### src/rtl/rf_writeback_if.sv
// Bundle of every handshake and register-file signal of the writeback block.
//
// Handshake rule for both result channels: the producer raises *_valid with
// stable *_rd/*_data and holds them until the cycle in which *_ready is also
// high. The transfer happens on that rising edge. Ready may depend on state
// and rst, but never on the matching valid.
interface rf_writeback_if #(
  parameter int ADDR_WIDTH = 5,
  parameter int DATA_WIDTH = 32,
  parameter int ALU_DEPTH  = 2
);
  localparam int CNT_WIDTH = $clog2(ALU_DEPTH) + 1;

  logic                  alu_valid;
  logic                  alu_ready;
  logic [ADDR_WIDTH-1:0] alu_rd;
  logic [DATA_WIDTH-1:0] alu_data;

  logic                  lsu_valid;
  logic                  lsu_ready;
  logic [ADDR_WIDTH-1:0] lsu_rd;
  logic [DATA_WIDTH-1:0] lsu_data;

  logic                  rf_wen;
  logic [ADDR_WIDTH-1:0] rf_rd;
  logic [DATA_WIDTH-1:0] rf_busW;

  logic [ADDR_WIDTH-1:0] q_rs1;
  logic [ADDR_WIDTH-1:0] q_rs2;
  logic                  q_hit1;
  logic                  q_hit2;
  logic [DATA_WIDTH-1:0] q_data1;
  logic [DATA_WIDTH-1:0] q_data2;

  // Occupancy of the ALU FIFO, exported for observation.
  logic [CNT_WIDTH-1:0]  alu_count;

  modport master (
    output alu_valid, alu_rd, alu_data,
    output lsu_valid, lsu_rd, lsu_data,
    output q_rs1, q_rs2,
    input  alu_ready, lsu_ready,
    input  rf_wen, rf_rd, rf_busW,
    input  q_hit1, q_hit2, q_data1, q_data2,
    input  alu_count
  );

  modport slave (
    input  alu_valid, alu_rd, alu_data,
    input  lsu_valid, lsu_rd, lsu_data,
    input  q_rs1, q_rs2,
    output alu_ready, lsu_ready,
    output rf_wen, rf_rd, rf_busW,
    output q_hit1, q_hit2, q_data1, q_data2,
    output alu_count
  );
endinterface

### src/rtl/rf_writeback.sv
// Register-file writeback arbiter: a small FIFO buffers ALU results, LSU
// results bypass it with priority, and one registered write leaves per cycle.
// A combinational bypass lets decode see the value being written this cycle.
module rf_writeback #(
  parameter int ADDR_WIDTH = 5,
  parameter int DATA_WIDTH = 32,
  parameter int ALU_DEPTH  = 2
) (
  input logic          clk,
  input logic          rst,
  rf_writeback_if.slave bus
);
  localparam int PTR_W = $clog2(ALU_DEPTH);
  localparam int CNT_W = PTR_W + 1;
  localparam logic [PTR_W-1:0] PTR_ONE = 1;
  localparam logic [CNT_W-1:0] CNT_ONE = 1;
  localparam logic [CNT_W-1:0] CNT_FULL = CNT_W'(ALU_DEPTH);

  logic [ADDR_WIDTH-1:0] fifo_rd   [ALU_DEPTH];
  logic [DATA_WIDTH-1:0] fifo_data [ALU_DEPTH];

  logic [PTR_W-1:0]      head_q, head_d;
  logic [PTR_W-1:0]      tail_q, tail_d;
  logic [CNT_W-1:0]      count_q, count_d;

  logic                  wen_q, wen_d;
  logic [ADDR_WIDTH-1:0] rd_q, rd_d;
  logic [DATA_WIDTH-1:0] data_q, data_d;

  logic full, empty, lsu_win, enq, deq;

  // Readies depend only on occupancy and reset; a full FIFO blocks both
  // sources for one cycle so the head is guaranteed to drain.
  assign bus.alu_ready = !full && !rst;
  assign bus.lsu_ready = !full && !rst;

  // Arbitration, FIFO pointer/count update and next output-stage contents.
  always_comb begin
    full    = (count_q == CNT_FULL);
    empty   = (count_q == '0);
    lsu_win = bus.lsu_valid && !full;
    deq     = !lsu_win && !empty;
    // Writes to x0 are dropped at the door and never occupy a slot.
    enq     = bus.alu_valid && !full && (bus.alu_rd != '0);

    head_d  = head_q;
    tail_d  = tail_q;
    count_d = count_q;
    wen_d   = 1'b0;
    rd_d    = rd_q;
    data_d  = data_q;

    if (lsu_win) begin
      wen_d  = (bus.lsu_rd != '0);
      rd_d   = bus.lsu_rd;
      data_d = bus.lsu_data;
    end else if (deq) begin
      wen_d  = 1'b1;
      rd_d   = fifo_rd[head_q];
      data_d = fifo_data[head_q];
    end

    if (deq) head_d = head_q + PTR_ONE;
    if (enq) tail_d = tail_q + PTR_ONE;

    case ({enq, deq})
      2'b10:   count_d = count_q + CNT_ONE;
      2'b01:   count_d = count_q - CNT_ONE;
      default: count_d = count_q;
    endcase
  end

  // Control state and output stage; reset drops any queued results.
  always_ff @(posedge clk) begin
    if (rst) begin
      head_q  <= '0;
      tail_q  <= '0;
      count_q <= '0;
      wen_q   <= 1'b0;
      rd_q    <= '0;
      data_q  <= '0;
    end else begin
      head_q  <= head_d;
      tail_q  <= tail_d;
      count_q <= count_d;
      wen_q   <= wen_d;
      rd_q    <= rd_d;
      data_q  <= data_d;
    end
  end

  // FIFO storage; contents are meaningless outside the head..tail window.
  always_ff @(posedge clk) begin
    if (enq && !rst) begin
      fifo_rd[tail_q]   <= bus.alu_rd;
      fifo_data[tail_q] <= bus.alu_data;
    end
  end

  assign bus.rf_wen    = wen_q;
  assign bus.rf_rd     = rd_q;
  assign bus.rf_busW   = data_q;
  assign bus.alu_count = count_q;

  // Same-cycle bypass of the write in flight; x0 never hits.
  always_comb begin
    bus.q_hit1  = wen_q && (rd_q == bus.q_rs1) && (bus.q_rs1 != '0);
    bus.q_hit2  = wen_q && (rd_q == bus.q_rs2) && (bus.q_rs2 != '0);
    bus.q_data1 = bus.q_hit1 ? data_q : '0;
    bus.q_data2 = bus.q_hit2 ? data_q : '0;
  end
endmodule

### src/flat_wrapper.sv
// flat-port wrapper written by rule: the top's interface ports become plain ports
module rf_writeback_flat 
#(
  parameter int ADDR_WIDTH = 5,
  parameter int DATA_WIDTH = 32,
  parameter int ALU_DEPTH  = 2
)
  (clk, rst, bus_alu_valid, bus_alu_rd, bus_alu_data, bus_lsu_valid, bus_lsu_rd, bus_lsu_data, bus_q_rs1, bus_q_rs2, bus_alu_ready, bus_lsu_ready, bus_rf_wen, bus_rf_rd, bus_rf_busW, bus_q_hit1, bus_q_hit2, bus_q_data1, bus_q_data2, bus_alu_count);
  rf_writeback_if #(.ADDR_WIDTH(ADDR_WIDTH), .DATA_WIDTH(DATA_WIDTH), .ALU_DEPTH(ALU_DEPTH)) bus_i ();
  input logic clk;
  input logic rst;
  input wire logic [$bits(bus_i.alu_valid)-1:0] bus_alu_valid;
  input wire logic [$bits(bus_i.alu_rd)-1:0] bus_alu_rd;
  input wire logic [$bits(bus_i.alu_data)-1:0] bus_alu_data;
  input wire logic [$bits(bus_i.lsu_valid)-1:0] bus_lsu_valid;
  input wire logic [$bits(bus_i.lsu_rd)-1:0] bus_lsu_rd;
  input wire logic [$bits(bus_i.lsu_data)-1:0] bus_lsu_data;
  input wire logic [$bits(bus_i.q_rs1)-1:0] bus_q_rs1;
  input wire logic [$bits(bus_i.q_rs2)-1:0] bus_q_rs2;
  output wire logic [$bits(bus_i.alu_ready)-1:0] bus_alu_ready;
  output wire logic [$bits(bus_i.lsu_ready)-1:0] bus_lsu_ready;
  output wire logic [$bits(bus_i.rf_wen)-1:0] bus_rf_wen;
  output wire logic [$bits(bus_i.rf_rd)-1:0] bus_rf_rd;
  output wire logic [$bits(bus_i.rf_busW)-1:0] bus_rf_busW;
  output wire logic [$bits(bus_i.q_hit1)-1:0] bus_q_hit1;
  output wire logic [$bits(bus_i.q_hit2)-1:0] bus_q_hit2;
  output wire logic [$bits(bus_i.q_data1)-1:0] bus_q_data1;
  output wire logic [$bits(bus_i.q_data2)-1:0] bus_q_data2;
  output wire logic [$bits(bus_i.alu_count)-1:0] bus_alu_count;
  assign bus_i.alu_valid = bus_alu_valid;
  assign bus_i.alu_rd = bus_alu_rd;
  assign bus_i.alu_data = bus_alu_data;
  assign bus_i.lsu_valid = bus_lsu_valid;
  assign bus_i.lsu_rd = bus_lsu_rd;
  assign bus_i.lsu_data = bus_lsu_data;
  assign bus_i.q_rs1 = bus_q_rs1;
  assign bus_i.q_rs2 = bus_q_rs2;
  assign bus_alu_ready = bus_i.alu_ready;
  assign bus_lsu_ready = bus_i.lsu_ready;
  assign bus_rf_wen = bus_i.rf_wen;
  assign bus_rf_rd = bus_i.rf_rd;
  assign bus_rf_busW = bus_i.rf_busW;
  assign bus_q_hit1 = bus_i.q_hit1;
  assign bus_q_hit2 = bus_i.q_hit2;
  assign bus_q_data1 = bus_i.q_data1;
  assign bus_q_data2 = bus_i.q_data2;
  assign bus_alu_count = bus_i.alu_count;
  rf_writeback #(.ADDR_WIDTH(ADDR_WIDTH), .DATA_WIDTH(DATA_WIDTH), .ALU_DEPTH(ALU_DEPTH)) u_core (.clk(clk), .rst(rst), .bus(bus_i));
endmodule
### config.mk
export PLATFORM = sky130hd
export DESIGN_NAME = rf_writeback_flat
export DESIGN_NICKNAME = d
export VERILOG_FILES = /design/src/rtl/rf_writeback_if.sv /design/src/rtl/rf_writeback.sv /design/src/flat_wrapper.sv
export SDC_FILE = /design/constraint.sdc
export NUM_CORES = 1
export LEC_CHECK = 0
export ABC_AREA = 1
export BUFFER_PORTS_ARGS = -buffer_cell sky130_fd_sc_hd__buf_2
export CORE_AREA = 8 8 115 117
export DETAILED_ROUTE_END_ITERATION = 8
export DIE_AREA = 0 0 123 125
export GPL_ROUTABILITY_DRIVEN = 0
export GPL_TIMING_DRIVEN = 1
export PLACE_DENSITY = 0.87
export SYNTH_ARGS = -nofsm -noshare
export SYNTH_HDL_FRONTEND = slang
export SYNTH_SLANG_ARGS = --single-unit
### constraint.sdc
create_clock -name clk -period 4.6 [get_ports clk]
set_clock_uncertainty 0.05 [all_clocks]
set_input_delay 0.46 -clock clk [delete_from_list [all_inputs] [get_ports clk]]
set_output_delay 0.46 -clock clk [all_outputs]
set_load 0.01 [all_outputs]
Word-level counts from Yosys, hierarchy flattened
Memory sizes are Yosys's and may differ from the RTL's. A register that Yosys moved wholly into a read port is not among the register bits.
Index checks and enable logic that the tools add are counted.
{ "classes": {"add_sub_neg": 4, "n_eq_ne": 5, "mux": 15, "reduce_logical": 21} }
{ "ops": {"columns": ["operator", "n"], "rows": [
  ["32-bit two-way mux", 4],
  ["5-bit nonzero test", 4],
  ["5-bit equality test", 2],
  ["1-bit logical AND", 10],
  ["5-bit two-way mux", 2],
  ["1-bit two-way mux", 8],
  ["2-bit equality test (second input constant)", 2],
  ["1-bit zero test", 4],
  ["2-bit case mux with 2 select lines", 1],
  ["2-bit nonzero test", 2],
  ["1-bit adder (second input constant)", 2],
  ["2-bit by 1-bit adder with 2-bit output (second input constant)", 1],
  ["2-bit by 1-bit equality test with 1-bit output (second input constant)", 1],
  ["2-bit zero test", 1],
  ["2-bit by 1-bit subtractor with 2-bit output (second input constant)", 1]
]} }
{ "word_totals": {"reg_bits": 42, "ram_bits": 74, "input_bits": 88, "output_inout_bits": 108, "word_cells": 53, "mem_count": 2} }
{ "memory_table": {"columns": ["name", "words", "width", "read_ports", "rd_ports_with_merged_regs", "wr", "line", "text"], "rows": [
  ["u_core.fifo_data", 2, 32, 1, 1, 1, "rf_writeback.sv:20", "logic [DATA_WIDTH-1:0] fifo_data [ALU_DEPTH];"],
  ["u_core.fifo_rd", 2, 5, 1, 1, 1, "rf_writeback.sv:19", "logic [ADDR_WIDTH-1:0] fifo_rd [ALU_DEPTH];"]
]} }

Depth between registers and ports, before layout
{ "depth": {"word_depth": 7, "mapped_depth": 11, "mapped_depth_nobuf": 11} }

Worst setup path before layout
Ideal clock, no wire load.
{ "synth_timing": {"path_kind": "register to register", "from": "reg u_core.count_q[0], in the netlist u_core.bus.alu_count[0]", "to": "mem u_core.fifo_data[1][0] (enable)", "setup_time_ps": 477, "arrival_ps": 3345, "t_required_ps": 4073, "path_slack_ps": 728, "stages_incl_launch_ff": 7, "n_path_buf": 0, "period_less_slack_ps": 3872, "path_cell_list": "dfxtp_1 inv_2 nand2_2 inv_1 nor2_1 nand2_1 nor3_1"} }
{ "synth_between": {"elab_chain_cells": 7} }
{ "synth_lines": {"columns": ["element", "line", "text"], "rows": [
  ["from (decl)", "rf_writeback.sv:24", "logic [CNT_W-1:0] count_q, count_d;"],
  ["from (signal assigned)", "rf_writeback.sv:85", "count_q <= count_d;"],
  ["2-bit equality test", "rf_writeback.sv:39", "full = (count_q == CNT_FULL);"],
  ["1-bit zero test", "rf_writeback.sv:44", "enq = bus.alu_valid && !full && (bus.alu_rd != '0);"],
  ["1-bit logical AND (2 in a row)", "rf_writeback.sv:44", null],
  ["1-bit logical AND", "rf_writeback.sv:94", "if (enq && !rst) begin"],
  ["1-bit two-way mux", "rf_writeback.sv:94", null],
  ["1-bit two-way mux (not written as such)", "rf_writeback.sv:96", "fifo_data[tail_q] <= bus.alu_data;"],
  ["to (decl)", "rf_writeback.sv:20", null]
]} }
Every way passes these cells.

Worst setup path after layout
{ "layout_timing": {"from": "reg u_core.rd_q[1], in the netlist u_core.bus.rf_rd[1]", "to": "out bus_q_data2[16]"} }
{ "layout_between": {"elab_chain_cells": 4} }
{ "layout_lines": {"columns": ["element", "line", "text"], "rows": [
  ["from (decl)", "rf_writeback.sv:27", "logic [ADDR_WIDTH-1:0] rd_q, rd_d;"],
  ["from (signal assigned)", "rf_writeback.sv:87", "rd_q <= rd_d;"],
  ["5-bit equality test", "rf_writeback.sv:108", "bus.q_hit2 = wen_q && (rd_q == bus.q_rs2) && (bus.q_rs2 != '0);"],
  ["1-bit logical AND (2 in a row)", "rf_writeback.sv:108", null],
  ["32-bit two-way mux", "rf_writeback.sv:110", "bus.q_data2 = bus.q_hit2 ? data_q : '0;"],
  ["to (decl)", "flat_wrapper.sv:28", "output wire logic [$bits(bus_i.q_data2)-1:0] bus_q_data2;"]
]} }
Every way passes these cells.

==> results.ini <==
[logic_synthesis]
synth_edf_count=74
netlist.area_leader.share=0.399
synth_warnings=0
yosys-top-cells-area=edfxtp_1, nand2_1, dfxtp_1, inv_1, nor3_1
ys_seq_area_frac=0.553
ys_ff_latch=117
synthArstFlopShare=0
syn_avg_cell_area_um2=8.06
yosysUniqueCellTypes=24
synth_cells=691
synth_common_cells=nand2_1, inv_1, edfxtp_1
syn_area_um2=5570
synth_top_area_cell=edfxtp_1
yosysMostFrequentCell=nand2_1
synth_top_flop_cell=edfxtp_1
synth_fp_nets=780

[clock_network]
post-cts-setup-buffers=0
cts_htree_levels=4
hold_buffers=0
ctsResizeCount=0
cts.sinks=117
cts.reportedPaths.clkPinSlew_ps=60
cts_tree=yes
clock_latency_ps=410
cts_buffer_depth=2
cts_inserted_buffers=17
root_buffer=clkbuf_16

[power_and_ir_drop]
switching_share=0.348
leakagePower_nw=3.60
power_density_nw_per_um2=541
power.share.clock=0.358
peakVddDrop_uv=280
p_int_mw=2.52
combPwrFrac=0.259
power.switching_mw=1.35
seq_power_share=0.383

[setup_path]
rrSetupSlack_ps=2340
critPathMaxFanout=33
cpPeakStageDelay_ps=630
crit_start=u_core.bus.rf_rd[1]
worstSetupStartpointType=flop
cp.arrival_ps=2330
critPathCaptureType=primary output
slowest_stage=nand2_1
path_cells=nor2_1 > nand2_1 > nand2_1 > nand2_1 > nand2_1 > nor3_1 > buf_2
reg2reg_from=u_core.bus.alu_count[0]
critical_path.top_delay_family=simple AND/OR/NAND/NOR gates
worst-path-buf-inv=1
cpMostUsedCell=nand2_1
crit_required_ps=4090
crit_type=flop to primary output

[place]
dp_cells=999
portBuffers=195
hpwl_um=10900

[grt]
grt_pass1_wl_um=24100
antenna_found_initial=1
grt_pass1_vias=4644
track_usage=0.200
overflow=0
grt_max_degree=75

[timing]
maxSlewViolCount=0
tightest_slew_ps=1160
finalSetupViolations=0
rsz0062_at_grt=false
relSlewSlack=0.222
tns_ps=0
period_minus_slack_ps=2840
fmax_mhz=352
hold_viol_final=0
finalCritPeriodShare=0.618

[floorplanning]
die_area_um2=15400
start_util=0.480
num_rows=40
die_y_um=125
die_w_um=123
core_region_area_um2=11600
ios=196

[detailed_routing]
drc=0
drt_iter0_drc=406
drt-total-wl_um=15600
avgViaCountPerCell=4.88
vias=5029
first_pass_iters=5
wl_per_cell_um=15.2
ant_nets=0

[worst_hold_path]
hold_path.class=input pin to flop
hold_start=bus_alu_data[10]

[outcome]
status=finished, final reports clean

[final_layout]
drive_gt1_frac=0.273
area_delta_synth_final_pct=28.2
stdcell_count=1031
num_antenna_cells=0
fin_nets=960

[job]
cap_violations=0

state kept, by name, indices dropped and copies added, names as in the netlist, named ones only:
register              cells
u_core.bus.alu_count      2
u_core.fifo_rd           10
u_core.bus.rf_rd          5
u_core.fifo_data         64
u_core.bus.rf_busW       32
u_core.bus.rf_wen         1
u_core.tail_q             1
u_core.head_q             1
cell type report:
cell class | count | area (um^2)
Tap cell | 147 | 184
Multi-Input combinational cell | 421 | 1820
Inverter | 117 | 439
Clock buffer | 17 | 425
Timing Repair Buffer | 197 | 991
Clock inverter | 15 | 206
Sequential cell | 117 | 3080
Fill cell | 961 | 4460
per-stage QoR:
stage,setup slack (ps),power (mW),hold slack (ps),cell area (um^2),utilization
6_report,1760,3.86,186,7150,0.616
5_1_grt,1450,4.07,179,7150,0.616
4_1_cts,1750,3.87,176,7150,0.616
3_5_place_dp,2060,2.48,410,6520,0.561
3_3_place_gp,2080,2.45,384,6520,0.561
2_1_floorplan,728,2.16,382,5570,-
placed cells by master (no fill, tap or decap), drive strengths merged:
| master | netlist | final |
|---|---|---|
| a21oi | 4 | 4 |
| buf | 30 | 197 |
| bufinv | 0 | 4 |
| clkbuf | 6 | 17 |
| clkinv | 0 | 6 |
| clkinvlp | 0 | 4 |
| dfxtp | 43 | 43 |
| edfxtp | 74 | 74 |
| ha | 1 | 1 |
| inv | 117 | 118 |
| nand2 | 257 | 257 |
| nand3 | 20 | 20 |
| nand3b | 1 | 1 |
| nor2 | 17 | 17 |
| nor3 | 65 | 65 |
| o211ai | 2 | 2 |
| o21a | 1 | 1 |
| o21ai | 53 | 53 |
kinds of logic (layout without fill, tap and decap cells):
kind of cell	count (synthesis)	count (layout)	synth area share
compound gates	60	60	0.0561
fa+ha+maj	1	1	0.00224
buf+inv	153	346	0.123
flops	117	117	0.553
simple gates	360	360	0.265
worst paths after layout:
| check | to | cells after the start |
|---|---|---|
| max | bus_q_data2[16] | 7 |
| min | u_core.fifo_data[0][10] | 1 |
| max reg2reg | u_core.fifo_data[0][15] | 6 |
| min reg2reg | u_core.bus.rf_busW[23] | 2 |
power by group through the flow:
stage	Combinational (mW)	Sequential, mW	Clock (mW)
2_1_floorplan	0.700	1.46	0
3_3_place_gp	0.960	1.49	0
3_5_place_dp	0.981	1.50	0
4_1_cts	0.999	1.48	1.39
5_1_grt	1.13	1.51	1.44
6_report	1.00	1.48	1.38
layer usage:
metal | track usage | part of all wire | up-vias
met3 | 0.0396 | 0.064 | 33
li1 | - | - | 2536
met4 | 0.0964 | 0.024 | 2
met1 | 0.250 | 0.42 | 2284
met5 | 0 | 0.00077 | -
met2 | 0.322 | 0.49 | 174
(Power assumes the default switching activity.)
